`src/rtl/spi_cmd_regfile_if.sv`:
```
// Byte-stream link between the SPI slave driver and spi_cmd_regfile.
// The driver is the master: it supplies received bytes and chip select, and it takes the response byte.
interface spi_cmd_regfile_if;
    logic [7:0] rx_data;
    logic       rx_valid;
    logic       cs_n;
    logic [7:0] tx_data;

    modport master (output rx_data, output rx_valid, output cs_n, input tx_data);
    modport slave  (input rx_data, input rx_valid, input cs_n, output tx_data);
endinterface

```
`src/rtl/spi_cmd_regfile.sv`:
```
// SPI command decoder with a parameter register file, a feedback snapshot read path and stretched acks.
// Define SPI_CMD_CHKSUM_EN to require a trailing XOR checksum byte on write frames (adds the CHECK state).
module spi_cmd_regfile #(
    parameter int NUM_REGS   = 4,
    parameter int REG_BYTES  = 2,
    parameter int FB_BYTES   = 4,
    parameter int ACK_CYCLES = 4,
    parameter logic [NUM_REGS*REG_BYTES*8-1:0] RESET_VALUES = '0
) (
    input  logic                            clk,
    input  logic                            rst,
    spi_cmd_regfile_if.slave                spi,
    output logic                            start_ack,
    output logic                            stop_ack,
    output logic [NUM_REGS*REG_BYTES*8-1:0] reg_data,
    output logic [NUM_REGS-1:0]             reg_wr_ack,
    input  logic [FB_BYTES*8-1:0]           fb_data,
    input  logic                            fb_load,
    output logic [7:0]                      err_cnt
);
    localparam int REG_W = REG_BYTES * 8;
    localparam int ALL_W = NUM_REGS * REG_W;
    localparam int FB_W  = FB_BYTES * 8;
    localparam int NACK  = NUM_REGS + 2;
    localparam logic [2:0] REG_LAST = 3'(REG_BYTES - 1);
    localparam logic [2:0] FB_LAST  = 3'(FB_BYTES - 1);
    localparam logic [3:0] NREGS_L  = 4'(NUM_REGS);
    localparam logic [3:0] ACK_LAST = 4'(ACK_CYCLES - 1);

    localparam logic [2:0] ST_IDLE  = 3'd0;
    localparam logic [2:0] ST_PULSE = 3'd1;
    localparam logic [2:0] ST_WRITE = 3'd2;
    localparam logic [2:0] ST_READ  = 3'd3;
`ifdef SPI_CMD_CHKSUM_EN
    localparam logic [2:0] ST_CHECK = 3'd4;
`endif

    logic [2:0]       state_r, state_nxt_s;
    logic [2:0]       addr_r;
    logic             rd_fb_r;
    logic             pulse_stop_r;
    logic [2:0]       byte_cnt_r;
    logic [REG_W-1:0] shadow_r;
    logic [REG_W-1:0] commit_val_s;
    logic             commit_s;
    logic             err_inc_s;
    logic             abort_s;
    logic             cs_prev_r;
    logic [FB_W-1:0]  fb_snap_r;
    logic [7:0]       tx_data_r, tx_nxt_s;
    logic [7:0]       err_cnt_r;
    logic [ALL_W-1:0] reg_data_r;
    logic [NACK-1:0]  ack_load_s;
    logic [NACK-1:0]  ack_r;
    logic [3:0]       ack_cnt_r [NACK];
    logic [7:0]       cmd_s;
    logic             wr_cmd_s, rd_cmd_s;
    logic [2:0]       rd_last_s;
`ifdef SPI_CMD_CHKSUM_EN
    logic [7:0]       chk_r;
`endif

    // Byte k of a register or of the feedback snapshot; 0xFF past the end.
    function automatic logic [7:0] pick_byte(input logic fb, input logic [2:0] idx, input logic [2:0] k,
                                             input logic [ALL_W-1:0] regs, input logic [FB_W-1:0] snap);
        logic [7:0] res;
        res = 8'hFF;
        if (fb) begin
            for (int b = 0; b < FB_BYTES; b++) begin
                if (k == 3'(b)) res = snap[b*8 +: 8];
            end
        end else begin
            for (int r = 0; r < NUM_REGS; r++) begin
                for (int b = 0; b < REG_BYTES; b++) begin
                    if (idx == 3'(r) && k == 3'(b)) res = regs[(r*REG_BYTES+b)*8 +: 8];
                end
            end
        end
        return res;
    endfunction

    assign cmd_s     = spi.rx_data;
    assign wr_cmd_s  = (cmd_s[7:3] == 5'b10000) && ({1'b0, cmd_s[2:0]} < NREGS_L);
    assign rd_cmd_s  = (cmd_s[7:3] == 5'b11000) && ({1'b0, cmd_s[2:0]} < NREGS_L);
    assign rd_last_s = rd_fb_r ? FB_LAST : REG_LAST;
    // A chip-select release mid-frame aborts it; a pending pulse still fires.
    assign abort_s   = spi.cs_n && !cs_prev_r && (state_r != ST_IDLE);

    // Next-state, response byte, commit and ack-trigger decode.
    always_comb begin
        state_nxt_s  = state_r;
        tx_nxt_s     = 8'hFF;
        commit_s     = 1'b0;
        commit_val_s = shadow_r;
        err_inc_s    = 1'b0;
        ack_load_s   = '0;
        if (abort_s) begin
            state_nxt_s = ST_IDLE;
            err_inc_s   = 1'b1;
            if (state_r == ST_PULSE) begin
                ack_load_s[0] = !pulse_stop_r;
                ack_load_s[1] = pulse_stop_r;
            end else begin
                ack_load_s[1:0] = 2'b00;
            end
        end else begin
            case (state_r)
                ST_IDLE: begin
                    if (spi.rx_valid) begin
                        if (cmd_s == 8'h06 || cmd_s == 8'h04) begin
                            state_nxt_s = ST_PULSE;
                        end else if (wr_cmd_s) begin
                            state_nxt_s = ST_WRITE;
                        end else if (rd_cmd_s) begin
                            state_nxt_s = ST_READ;
                            tx_nxt_s    = pick_byte(1'b0, cmd_s[2:0], 3'd0, reg_data_r, fb_snap_r);
                        end else if (cmd_s == 8'hAB) begin
                            state_nxt_s = ST_READ;
                            tx_nxt_s    = pick_byte(1'b1, 3'd0, 3'd0, reg_data_r, fb_snap_r);
                        end else begin
                            err_inc_s = 1'b1;
                        end
                    end else begin
                        state_nxt_s = ST_IDLE;
                    end
                end
                ST_PULSE: begin
                    state_nxt_s   = ST_IDLE;
                    ack_load_s[0] = !pulse_stop_r;
                    ack_load_s[1] = pulse_stop_r;
                end
                ST_WRITE: begin
                    if (spi.rx_valid && byte_cnt_r == REG_LAST) begin
`ifdef SPI_CMD_CHKSUM_EN
                        state_nxt_s = ST_CHECK;
`else
                        state_nxt_s = ST_IDLE;
                        commit_s    = 1'b1;
                        for (int b = 0; b < REG_BYTES; b++) begin
                            if (byte_cnt_r == 3'(b)) commit_val_s[b*8 +: 8] = spi.rx_data;
                        end
`endif
                    end else begin
                        state_nxt_s = ST_WRITE;
                    end
                end
`ifdef SPI_CMD_CHKSUM_EN
                ST_CHECK: begin
                    if (spi.rx_valid) begin
                        state_nxt_s = ST_IDLE;
                        commit_s    = (spi.rx_data == chk_r);
                        err_inc_s   = (spi.rx_data != chk_r);
                    end else begin
                        state_nxt_s = ST_CHECK;
                    end
                end
`endif
                ST_READ: begin
                    if (spi.rx_valid) begin
                        if (byte_cnt_r == rd_last_s) begin
                            state_nxt_s = ST_IDLE;
                        end else begin
                            tx_nxt_s = pick_byte(rd_fb_r, addr_r, byte_cnt_r + 3'd1, reg_data_r, fb_snap_r);
                        end
                    end else begin
                        tx_nxt_s = tx_data_r;
                    end
                end
                default: begin
                    state_nxt_s = ST_IDLE;
                end
            endcase
        end
        for (int r = 0; r < NUM_REGS; r++) begin
            ack_load_s[2+r] = commit_s && (addr_r == 3'(r));
        end
    end

    // FSM state, response byte, chip-select history and saturating error count.
    always_ff @(posedge clk or posedge rst) begin
        if (rst) begin
            state_r   <= ST_IDLE;
            tx_data_r <= 8'hFF;
            cs_prev_r <= 1'b1;
            err_cnt_r <= 8'd0;
        end else begin
            state_r   <= state_nxt_s;
            tx_data_r <= tx_nxt_s;
            cs_prev_r <= spi.cs_n;
            if (err_inc_s && err_cnt_r != 8'hFF) begin
                err_cnt_r <= err_cnt_r + 8'd1;
            end
        end
    end

    // Frame context: command target, byte counter, write shadow and running checksum.
    always_ff @(posedge clk or posedge rst) begin
        if (rst) begin
            addr_r       <= 3'd0;
            rd_fb_r      <= 1'b0;
            pulse_stop_r <= 1'b0;
            byte_cnt_r   <= 3'd0;
            shadow_r     <= '0;
`ifdef SPI_CMD_CHKSUM_EN
            chk_r        <= 8'd0;
`endif
        end else if (abort_s) begin
            byte_cnt_r <= 3'd0;
            shadow_r   <= '0;
        end else begin
            case (state_r)
                ST_IDLE: begin
                    if (spi.rx_valid) begin
                        addr_r       <= spi.rx_data[2:0];
                        rd_fb_r      <= (spi.rx_data == 8'hAB);
                        pulse_stop_r <= (spi.rx_data == 8'h04);
                        byte_cnt_r   <= 3'd0;
                        shadow_r     <= '0;
`ifdef SPI_CMD_CHKSUM_EN
                        chk_r        <= spi.rx_data;
`endif
                    end
                end
                ST_WRITE: begin
                    if (spi.rx_valid) begin
`ifdef SPI_CMD_CHKSUM_EN
                        chk_r <= chk_r ^ spi.rx_data;
                        for (int b = 0; b < REG_BYTES; b++) begin
                            if (byte_cnt_r == 3'(b)) shadow_r[b*8 +: 8] <= spi.rx_data;
                        end
`else
                        if (byte_cnt_r == REG_LAST) begin
                            shadow_r <= '0;
                        end else begin
                            for (int b = 0; b < REG_BYTES; b++) begin
                                if (byte_cnt_r == 3'(b)) shadow_r[b*8 +: 8] <= spi.rx_data;
                            end
                        end
`endif
                        byte_cnt_r <= (byte_cnt_r == REG_LAST) ? 3'd0 : byte_cnt_r + 3'd1;
                    end
                end
`ifdef SPI_CMD_CHKSUM_EN
                ST_CHECK: begin
                    if (spi.rx_valid) shadow_r <= '0;
                end
`endif
                ST_READ: begin
                    if (spi.rx_valid) begin
                        byte_cnt_r <= (byte_cnt_r == rd_last_s) ? 3'd0 : byte_cnt_r + 3'd1;
                    end
                end
                default: begin
                    byte_cnt_r <= byte_cnt_r;
                end
            endcase
        end
    end

    // Register file: one whole register replaced per commit.
    always_ff @(posedge clk or posedge rst) begin
        if (rst) begin
            reg_data_r <= RESET_VALUES;
        end else if (commit_s) begin
            for (int r = 0; r < NUM_REGS; r++) begin
                if (addr_r == 3'(r)) reg_data_r[r*REG_W +: REG_W] <= commit_val_s;
            end
        end
    end

    // Feedback snapshot only moves while no frame is in progress.
    always_ff @(posedge clk or posedge rst) begin
        if (rst) begin
            fb_snap_r <= '0;
        end else if (fb_load && spi.cs_n) begin
            fb_snap_r <= fb_data;
        end
    end

    // Ack stretchers; a retrigger reloads the full width.
    always_ff @(posedge clk or posedge rst) begin
        if (rst) begin
            ack_r <= '0;
            for (int a = 0; a < NACK; a++) ack_cnt_r[a] <= 4'd0;
        end else begin
            for (int a = 0; a < NACK; a++) begin
                if (ack_load_s[a]) begin
                    ack_cnt_r[a] <= ACK_LAST;
                    ack_r[a]     <= 1'b1;
                end else if (ack_cnt_r[a] != 4'd0) begin
                    ack_cnt_r[a] <= ack_cnt_r[a] - 4'd1;
                    ack_r[a]     <= 1'b1;
                end else begin
                    ack_r[a] <= 1'b0;
                end
            end
        end
    end

    assign spi.tx_data = tx_data_r;
    assign start_ack   = ack_r[0];
    assign stop_ack    = ack_r[1];
    assign reg_wr_ack  = ack_r[NACK-1:2];
    assign reg_data    = reg_data_r;
    assign err_cnt     = err_cnt_r;
endmodule

```
`src/flat_wrapper.sv`:
```
// flat-port wrapper written by rule: the top's interface ports become plain ports
module spi_cmd_regfile_flat 
#(
    parameter int NUM_REGS   = 4,
    parameter int REG_BYTES  = 2,
    parameter int FB_BYTES   = 4,
    parameter int ACK_CYCLES = 4,
    parameter logic [NUM_REGS*REG_BYTES*8-1:0] RESET_VALUES = '0
)
  (clk, rst, start_ack, stop_ack, reg_data, reg_wr_ack, fb_data, fb_load, err_cnt, spi_rx_data, spi_rx_valid, spi_cs_n, spi_tx_data);
  spi_cmd_regfile_if spi_i ();
  input  logic clk;
  input  logic rst;
  output logic start_ack;
  output logic stop_ack;
  output logic [NUM_REGS*REG_BYTES*8-1:0] reg_data;
  output logic [NUM_REGS-1:0] reg_wr_ack;
  input  logic [FB_BYTES*8-1:0] fb_data;
  input  logic fb_load;
  output logic [7:0] err_cnt;
  input wire logic [$bits(spi_i.rx_data)-1:0] spi_rx_data;
  input wire logic [$bits(spi_i.rx_valid)-1:0] spi_rx_valid;
  input wire logic [$bits(spi_i.cs_n)-1:0] spi_cs_n;
  output wire logic [$bits(spi_i.tx_data)-1:0] spi_tx_data;
  assign spi_i.rx_data = spi_rx_data;
  assign spi_i.rx_valid = spi_rx_valid;
  assign spi_i.cs_n = spi_cs_n;
  assign spi_tx_data = spi_i.tx_data;
  spi_cmd_regfile #(.NUM_REGS(NUM_REGS), .REG_BYTES(REG_BYTES), .FB_BYTES(FB_BYTES), .ACK_CYCLES(ACK_CYCLES), .RESET_VALUES(RESET_VALUES)) u_core (.clk(clk), .rst(rst), .spi(spi_i), .start_ack(start_ack), .stop_ack(stop_ack), .reg_data(reg_data), .reg_wr_ack(reg_wr_ack), .fb_data(fb_data), .fb_load(fb_load), .err_cnt(err_cnt));
endmodule
```
`config.mk`:
```
export PLATFORM = sky130hd
export DESIGN_NAME = spi_cmd_regfile_flat
export DESIGN_NICKNAME = d
export VERILOG_FILES = /design/src/rtl/spi_cmd_regfile_if.sv /design/src/rtl/spi_cmd_regfile.sv /design/src/flat_wrapper.sv
export SDC_FILE = /design/constraint.sdc
export NUM_CORES = 1
export LEC_CHECK = 0
export ABC_CLOCK_PERIOD_IN_PS = 6150
export BUFFER_PORTS_ARGS = -buffer_cell sky130_fd_sc_hd__buf_2
export CAP_MARGIN = 20
export CELL_PAD_IN_SITES_DETAIL_PLACEMENT = 0
export CELL_PAD_IN_SITES_GLOBAL_PLACEMENT = 1
export CORE_UTILIZATION = 45
export DETAILED_ROUTE_END_ITERATION = 10
export PLACE_DENSITY = 0.79
export SLEW_MARGIN = 20
export SYNTH_ARGS = -nofsm -noshare
export SYNTH_HDL_FRONTEND = slang
export SYNTH_SLANG_ARGS = --single-unit
```
`constraint.sdc`:
```
create_clock -name clk -period 6.15 [get_ports clk]
set_clock_uncertainty 0.05 [all_clocks]
set_input_delay 1.23 -clock clk [delete_from_list [all_inputs] [get_ports clk]]
set_output_delay 1.23 -clock clk [all_outputs]
set_load 0.02 [all_outputs]
```
==> results of run 1 <==
[kinds of logic after synthesis]
kind of cell	after synthesis	synth area share
compound gates	189	0.152
buf+inv	70	0.0369
mux	89	0.130
fa+ha+maj	22	0.0331
simple gates	238	0.146
flops	161	0.487
xor+xnor	14	0.0148
[path summary, 6_finish.rpt]
| kind | to | slack (ps) |
|---|---|---|
| max in group asynchronous | u_core.ack_cnt_r[6]$_DFFE_PP0P_ | 4130 |
| worst min register to register | u_core.shadow_r[6]$_DFFE_PP0P_ | 440 |
| worst max register to register | u_core.spi.tx_data[1]$_DFFE_PP1P_ | 2900 |
| min in group asynchronous | u_core.reg_data[26]$_DFFE_PP0P_ | 690 |
| worst min-delay path | u_core.shadow_r[6]$_DFFE_PP0P_ | 440 |
| worst max-delay path | u_core.spi.tx_data[1]$_DFFE_PP1P_ | 2900 |
[cell type report]
cell class | count | area, um^2
clock buffers | 21 | 470
clock inverters | 11 | 175
fillers | 1638 | 8310
inverters | 25 | 98.8
multi-input cells | 552 | 3960
flip-flops and latches | 161 | 4040
well taps | 229 | 287
repair buffers | 134 | 681
[report_power, final]
group / leakage [nW] / total, W / switching, W / internal, W
clock network: 0.310 / 0.00116 / 0.000447 / 0.000715
registers: 2.02 / 0.00174 / 0.000339 / 0.00140
logic: 2.16 / 0.00183 / 0.00109 / 0.000744
[routing by layer]
layer	share of wire	track usage	vias to the layer above	wire, um
met4	0.028	0.100	0	652
met2	0.48	0.412	236	11300
li1	-	-	3052	-
met5	0	0	-	0
met1	0.44	0.365	3331	10400
met3	0.055	0.0412	48	1300
[worst max-delay path, cell delays in order, from the launching register on]
cell and delay [ps]:
dfrtp_1 430, ha_1 220, ha_1 510, nor2b_1 620, nand2_1 430, o221ai_1 360
o2111ai_1 180, o31ai_1 260, a21oi_1 100
[metrics by stage]
stage / total power [W] / std cells / setup WS (ps) / hold WS, ps / util
finish: 0.00473 / 1133 / 2900 / 436 / 0.539
global route: 0.00502 / 1133 / 2710 / 465 / 0.539
CTS: 0.00474 / 1133 / 2950 / 440 / 0.539
detailed placement: 0.00357 / 1101 / 2870 / 422 / 0.503
global placement: 0.00354 / 1101 / 2950 / 414 / 0.503
floorplan: 0.00298 / 783 / 537 / 398 / -
[sequential cells by signal, indices dropped and copies added, names as in the netlist]
| signal | cells |
|---|---|
| u_core.pulse_stop_r | 1 |
| u_core.rd_fb_r | 1 |
| u_core.byte_cnt_r | 3 |
| u_core.cs_prev_r | 1 |
| u_core.reg_data | 64 |
| u_core.shadow_r | 8 |
| u_core.ack_cnt_r | 24 |
| u_core.state_r | 2 |
| u_core.ack_r | 6 |
| u_core.err_cnt | 8 |
| u_core.spi.tx_data | 8 |
| u_core.fb_snap_r | 32 |
| u_core.addr_r | 3 |
[synth_stat cells (19+ instances only)]
library cell  count
nor2_1           57
mux2_2           73
ha_1             22
nand2_1          77
nor3_1           22
buf_2            19
nand2b_1         19
o21ai_0          48
dfrtp_1         152
a21oi_1          48
inv_1            25
clkbuf_1         19
[cell usage in the layout (no fill, tap or decap), drive strengths merged, types with 3 or more instances in the layout]
cell type  instances
or3                9
nand2             79
nand2b            20
o22ai              8
clkinv             3
dfrtp            152
a21oi             49
nor2b              7
a211o              3
a22o               4
nand4              4
nand3              9
a31oi              3
and3               5
nor3              23
xor2               3
mux2              73
inv               27
dfstp              9
nor2              59
ha                22
bufinv             4
buf              134
mux2i              8
nand3b             3
nor4               3
and2               3
o221ai            16
o21a               5
a221oi            13
a211oi             4
mux4               8
xnor2             11
o21ai             50
clkbuf            21
o31ai             11
==> impl_metrics.py, run 1 <==
metrics = {
    "clocking": {
        "ctsResizeCount": 0,
        "post_cts_buffers": 0,
        "root_buffer": "clkbuf_16",
        "holdBufCountCts": 0,
        "htreeDepth": 4,
        "clock_latency_ps": 430,
        "numCtsBuffers": 17,
        "clock-sinks": 161,
        "path_clk_slew_ps": 60,
        "clockBufferDepth": 2,
        "cts_tree": "built",
    },
    "timing": {
        "fin_crit_ps": 3250,
        "fin_crit_sh": 0.529,
        "worstMarginPinSlew_ps": 968,
        "fin_tns_setup_ps": 0,
        "hold_viol": 0,
        "setup_viol": 0,
        "rsz0062_at_grt": "no",
        "max_slew_margin": 0.355,
        "final_max_slew_viol_count": 0,
        "max_freq_mhz": 308,
    },
    "global_route": {
        "grt_usage": 0.263,
        "antenna_found_initial": 0,
        "grt_pass1_vias": 6385,
        "grt-ovfl-total": 0,
        "grt_pass1_wl_um": 36900,
        "grt_max_degree": 76,
    },
    "power_and_ir_drop": {
        "powerDensity_nw_per_um2": 487,
        "leakage_nw": 4.49,
        "ir_drop_uv": 258,
    },
    "detailed_routing": {
        "wl_per_cell_um": 20.9,
        "drc": 0,
        "firstDrtPassIters": 5,
        "ant_nets": 0,
        "drt_iter0_drc": 640,
        "vias_per_cell": 5.88,
        "vias": 6667,
        "wirelength_um": 23700,
    },
    "setup_path": {
        "critical_path.endpoint_type": "register",
        "required_ps": 6460,
        "reg2reg_from": "u_core.byte_cnt_r[0]$_DFFE_PP0P_",
        "crit_fanout": 18,
        "cp-start-kind": "register",
        "critical_path.startpoint": "u_core.byte_cnt_r[0]$_DFFE_PP0P_",
        "arrival_ps": 3560,
        "path_class": "register to register",
        "ff2ff_path_depth": 8,
    },
    "floorplan": {
        "dieArea_um2": 19000,
        "core_um2": 18000,
        "dieHeight_um": 138,
        "die_w_um": 138,
        "rows": 49,
        "ios": 131,
        "start_util": 0.461,
    },
    "worst_hold_path": {
        "holdPathStages": 2,
        "hp-start": "u_core.shadow_r[6]$_DFFE_PP0P_",
        "hold_path_class": "register to register",
    },
    "job": {
        "drv_cap": 0,
    },
    "synth": {
        "synth_cell_types": 77,
        "yosysWarnings": 0,
        "yosysTopAreaCell": "dfrtp_1",
        "syn-instance-count": 783,
        "synth.top_cell.area_share": 0.458,
        "ys_ff_latch": 161,
        "syn_nets": 850,
        "synth_ff_type": "dfrtp_1",
        "synth-async-reset-ratio": 1.00,
        "synth_area_per_cell_um2": 10.6,
        "synth_area_leaders": "dfrtp_1 (46%), mux2_2 (9.9%), nand2_1 (3.5%)",
        "synth_edf_count": 0,
        "synth_area_um2": 8300,
        "synth.yosys.seq_area_share": 0.487,
    },
    "cells_and_area": {
        "final_layout_size_suffix_gt1_frac": 0.305,
        "stdcell_area_um2": 9720,
        "antenna_cells": 0,
        "nets": 958,
        "syn_to_final_growth_pct": 17.0,
    },
    "placement": {
        "dpl_cell_area_um2": 9070,
        "place_congestion": 0.908,
        "port_buffers": 130,
        "dpl.hpwl_um": 17000,
    },
    "outcome": {
        "status": "finished, final reports clean",
    },
}
(Power assumes the default switching activity.)
==> run 2: changes to the inputs <==
- ABC_CLOCK_PERIOD_IN_PS: 6150 -> 3100
- clock period: 6.15 -> 3.1 ns (I/O delays scaled with it)
==> run 2 against run 1 <==
Against the previous run:
- clock-buffer cell count is 1 higher
- die area stayed put
- cell count is 1.3% higher
- final area is 0.80% higher
- core utilization is 0.43 points higher
- global-route usage is 0.22 points lower
- sequential power is 98% higher
- power is 95% higher
- via count is 1.3% higher
- sequential share of layout area is 0.33 points lower
- first-iteration DRC count is 13% lower
- largest cell class unchanged
- largest power group unchanged
- highest routed layer unchanged
==> impl_metrics.py, run 2 (same netlist as run 1, synthesis figures left out) <==
metrics = {
    "global_route": {
        "grt_usage": 0.261,
        "grt-ovfl-total": 0,
        "grt_max_degree": 70,
        "grt_pass1_vias": 6292,
        "grt_pass1_wl_um": 36200,
        "antenna_found_initial": 0,
    },
    "worst_hold_path": {
        "hold_path_class": "input pin to async pin",
    },
    "setup_path": {
        "crit_fanout": 8,
        "path_class": "register to register",
        "required_ps": 3400,
        "critical_path.endpoint_type": "register",
        "arrival_ps": 2920,
        "ff2ff_path_depth": 8,
        "cp-start-kind": "register",
    },
    "clocking": {
        "cts_tree": "built",
        "clock-sinks": 161,
        "holdBufCountCts": 0,
        "numCtsBuffers": 17,
        "post_cts_buffers": 0,
        "htreeDepth": 4,
        "root_buffer": "clkbuf_16",
        "clock_latency_ps": 430,
        "clockBufferDepth": 2,
        "ctsResizeCount": 0,
        "path_clk_slew_ps": 60,
    },
    "detailed_routing": {
        "firstDrtPassIters": 5,
        "drc": 0,
        "drt_iter0_drc": 555,
        "vias": 6754,
        "vias_per_cell": 5.88,
        "ant_nets": 0,
        "wirelength_um": 23600,
        "wl_per_cell_um": 20.6,
    },
    "cells_and_area": {
        "syn_to_final_growth_pct": 17.9,
        "nets": 975,
        "instances_no_fill": 1148,
        "final_common_cell": "dfrtp_1",
        "largest_reg_flops": 64,
        "mostFrequentLayoutCells": "dfrtp_1 (152), buf_2 (130), nand2_1 (77)",
        "final_layout_size_suffix_gt1_frac": 0.314,
        "utilization": 0.543,
        "antenna_cells": 0,
    },
    "timing": {
        "final_max_slew_viol_count": 0,
        "holdWs_ps": 270,
        "fin_crit_ps": 2620,
        "fin_crit_sh": 0.844,
        "worstMarginPinSlew_ps": 905,
        "hold_viol": 0,
        "fin_tns_setup_ps": 0,
        "rsz0062_at_grt": "no",
        "max_slew_margin": 0.394,
        "setup_viol": 0,
        "layout_setup_ws_ps": 483,
        "max_freq_mhz": 382,
    },
    "floorplan": {
        "start_util": 0.461,
        "core_um2": 18000,
        "dieHeight_um": 138,
        "rows": 49,
        "ios": 131,
        "die_w_um": 138,
        "dieArea_um2": 19000,
    },
    "power_and_ir_drop": {
        "ir_drop_uv": 436,
        "powerDensity_nw_per_um2": 942,
        "leakage_nw": 4.54,
    },
    "job": {
        "drv_cap": 0,
    },
    "outcome": {
        "status": "finished, final reports clean",
    },
    "placement": {
        "place_inst": 1118,
        "port_buffers": 130,
        "preCtsSetupSlack_ps": 524,
        "dpl.hpwl_um": 17300,
        "place_congestion": 0.908,
    },
}
-- run 2: path summary, 6_finish.rpt --
check / to / slack, ps / start
worst max-delay path: u_core.spi.tx_data[2]$_DFFE_PP1P_ / 480 / u_core.byte_cnt_r[1]$_DFFE_PP0P_
worst min-delay path: u_core.ack_r[3]$_DFF_PP0_ / 270 / rst
worst max register to register: u_core.spi.tx_data[2]$_DFFE_PP1P_ / 480 / u_core.byte_cnt_r[1]$_DFFE_PP0P_
worst min register to register: u_core.shadow_r[1]$_DFFE_PP0P_ / 430 / u_core.shadow_r[1]$_DFFE_PP0P_
max in group asynchronous: u_core.reg_data[61]$_DFFE_PP0P_ / 1930 / rst
min in group clk: u_core.cs_prev_r$_DFF_PP1_ / 270 / spi_cs_n
-- run 2: cell type report --
class | instances | area, um^2
Sequential cell | 161 | 4040
Timing Repair Buffer | 151 | 833
Tap cell | 229 | 287
Multi-Input combinational cell | 552 | 3960
Inverter | 25 | 97.6
Fill cell | 1656 | 8230
Clock inverter | 8 | 108
Clock buffer | 22 | 464
-- run 2: stage by stage --
stage | cell area [um^2] | total power, W
after CTS | 9790 | 0.00926
final | 9790 | 0.00923
after global placement | 9220 | 0.00711
after floorplan | 8310 | 0.00591
after global routing | 9790 | 0.00981
after detailed placement | 9220 | 0.00716
-- run 2: routing by layer --
| metal | global-route usage | vias to the layer above | part of all wire | wire, um |
|---|---|---|---|---|
| met3 | 0.0486 | 50 | 0.064 | 1510 |
| met2 | 0.406 | 282 | 0.48 | 11400 |
| met1 | 0.362 | 3336 | 0.43 | 10200 |
| li1 | - | 3086 | - | - |
| met5 | 0 | - | 0 | 0 |
| met4 | 0.0924 | 0 | 0.024 | 570 |
-- run 2: power breakdown --
group | total, W | internal, W | leakage [nW] | switching [W]
clock network | 0.00206 | 0.00122 | 0.265 | 0.000840
registers | 0.00344 | 0.00277 | 2.02 | 0.000674
logic | 0.00372 | 0.00155 | 2.25 | 0.00218
-- run 2: critical path, cell delays in order (launching register included) --
cell      delay (ps)
dfrtp_1          440
ha_1             220
ha_1             330
nand2b_1         320
nand3_1          360
o221ai_1         190
a211oi_1         360
nor4_1            90
a21oi_1          170
==> run 3: changes to the inputs <==
- ABC_CLOCK_PERIOD_IN_PS: 3100 -> 2200
- CORE_UTILIZATION: 45 -> 40
- PLACE_DENSITY: 0.79 -> 0.74
- clock period: 3.1 -> 2.2 ns (I/O delays scaled with it)
==> run 3 against run 2 <==
Against the previous run:
- setup slack worse by 420 ps
- sequential share of layout area fell by 3.3 points
- sequential power is 40% higher
- global-route usage decreased by 2.6 points
- cell count increased by 9.7%
- sequential cell count did not move
- largest power group unchanged
==> impl_metrics.py, run 3 (same netlist as run 1, synthesis figures left out) <==
metrics = {
    "global_route": {
        "antenna_found_initial": 0,
        "grt_pass1_vias": 6829,
        "grt_pass1_wl_um": 38200,
        "grt-ovfl-total": 0,
        "grt_max_degree": 95,
        "grt_usage": 0.235,
    },
    "setup_path": {
        "critPathSlowestCell": "dfrtp_1",
        "path_class": "register to register",
        "path_cells": "ha_2 > ha_4 > and4b_1 > buf_4 > a32o_1 > a21oi_1 > o2111a_1 > o221ai_1",
        "required_ps": 2490,
        "path_buf_inv": 1,
        "cp-start-kind": "register",
        "arrival_ps": 2420,
        "critical_path.endpoint_type": "register",
        "crit_fanout": 9,
        "critical_path.top_delay_family": "compound AO/OA/AOI/OAI gates",
        "slowest_delay_ps": 400,
    },
    "detailed_routing": {
        "vias": 6922,
        "drc": 0,
        "firstDrtPassIters": 6,
        "drt_iter0_drc": 411,
        "wl_per_cell_um": 19.3,
        "wirelength_um": 24300,
        "ant_nets": 0,
        "vias_per_cell": 5.50,
    },
    "floorplan": {
        "core_um2": 20300,
        "dieHeight_um": 146,
        "dieArea_um2": 21300,
        "ios": 131,
        "start_util": 0.409,
        "die_w_um": 146,
        "rows": 52,
    },
    "clocking": {
        "path_clk_slew_ps": 70,
        "cts_tree": "built",
        "root_buffer": "clkbuf_16",
        "numCtsBuffers": 17,
        "clock-sinks": 161,
        "clock_latency_ps": 440,
        "htreeDepth": 4,
        "clockBufferDepth": 2,
    },
    "cells_and_area": {
        "multiInputGateArea_um2": 4150,
        "syn_to_final_growth_pct": 28.3,
        "nets": 1043,
        "stdcell_area_um2": 10700,
        "fillers": 1879,
        "antenna_cells": 0,
        "final_common_cell": "dfrtp_1",
        "final_layout_size_suffix_gt1_frac": 0.393,
        "largest_reg_flops": 64,
        "mostFrequentLayoutCells": "dfrtp_1 (152), buf_2 (130), buf_4 (78)",
        "utilization": 0.525,
        "seqCellArea_um2": 4040,
    },
    "power_and_ir_drop": {
        "pwr-share-comb": 0.429,
        "powerDensity_nw_per_um2": 1300,
        "leakage_nw": 4.96,
        "p_sw_w": 0.00553,
        "switching_share": 0.399,
        "pwr-share-seq": 0.349,
        "intPower_w": 0.00832,
        "ir_drop_uv": 597,
        "clock_power_share": 0.222,
    },
    "placement": {
        "preCtsSetupSlack_ps": -71.7,
        "dpl.hpwl_um": 18000,
        "dpl_cell_area_um2": 9820,
        "place_congestion": 0.889,
        "port_buffers": 130,
    },
    "timing": {
        "hold_viol": 0,
        "max_freq_mhz": 468,
        "final_max_slew_viol_count": 0,
        "max_slew_margin": 0.640,
        "layout_setup_ws_ps": 65.1,
        "rsz0062_at_grt": "yes",
        "setup_viol": 0,
        "fin_tns_setup_ps": 0,
        "fin_crit_sh": 0.970,
        "worstMarginPinSlew_ps": 540,
        "fin_crit_ps": 2130,
    },
    "job": {
        "drv_cap": 0,
    },
    "outcome": {
        "status": "finished, final reports clean",
    },
    "worst_hold_path": {
        "hold_path_class": "input pin to async pin",
    },
}
[run 3: changes by cell type in the layout (fill, tap and decap cells not counted), sizes merged]
cell / delta
buf: +68
inv: +7
clkbuf: -4
clkinvlp: -4
clkinv: +3
[run 3: layout make-up]
class,instances,area share
multi-input combinational,552,0.390
inverter,25,0.00916
clock buffer,18,0.0412
clock inverter,14,0.0156
sequential,161,0.379
tap,270,0.0317
timing repair buffer,219,0.133
[run 3: path summary, 6_finish.rpt]
| path | start | to | slack (ps) | depth (start not counted) |
|---|---|---|---|---|
| hold reg to reg | u_core.shadow_r[4]$_DFFE_PP0P_ | u_core.shadow_r[4]$_DFFE_PP0P_ | 430 | 2 |
| hold / removal | rst | u_core.ack_cnt_r[15]$_DFFE_PP0P_ | 70 | 3 |
| setup reg to reg | u_core.byte_cnt_r[1]$_DFFE_PP0P_ | u_core.spi.tx_data[6]$_DFFE_PP1P_ | 70 | 8 |
| max in group asynchronous | rst | u_core.spi.tx_data[5]$_DFFE_PP1P_ | 1550 | 3 |
| setup / recovery | u_core.byte_cnt_r[1]$_DFFE_PP0P_ | u_core.spi.tx_data[6]$_DFFE_PP1P_ | 70 | 8 |
| min in group clk | spi_cs_n | u_core.cs_prev_r$_DFF_PP1_ | 90 | 1 |
[run 3: routing by layer]
metal	GRT usage	up-vias	share of wire
li1	-	3250	-
met1	0.317	3418	0.45
met2	0.378	207	0.48
met3	0.0444	47	0.045
met4	0.0833	0	0.026
met5	0	-	0
[run 3: power groups by stage]
stage                     logic, W  clock network, W  registers [W]
after CTS                  0.00574           0.00313        0.00480
after floorplan            0.00325                 0        0.00512
final                      0.00594           0.00308        0.00483
after global placement     0.00559                 0        0.00484
after detailed placement   0.00567                 0        0.00484
after global routing       0.00652           0.00328        0.00492
[run 3: worst register-to-register path, cell delays in order, from the launching register on]
cell      delay (ps)
dfrtp_1          400
ha_2             200
ha_4             200
and4b_1          260
buf_4            190
a32o_1           260
a21oi_1          190
o2111a_1         200
o221ai_1         100
[run 3: metrics by stage]
step	hold slack, ps	cells	total power (W)
after global placement	409	1220	0.0104
after global routing	79.9	1259	0.0147
after detailed placement	418	1220	0.0105
after CTS	78.6	1252	0.0137
after floorplan	394	783	0.00837
final	70.0	1259	0.0138
[run 3: timing repair]
item / 4_1_cts / 5_1_grt
hold buffers: 0 / 0
setup endpoints to repair: 19 / 61
buffers inserted: 0 / 7
resized for setup: 4 / 33
pin swaps: 0 / 12
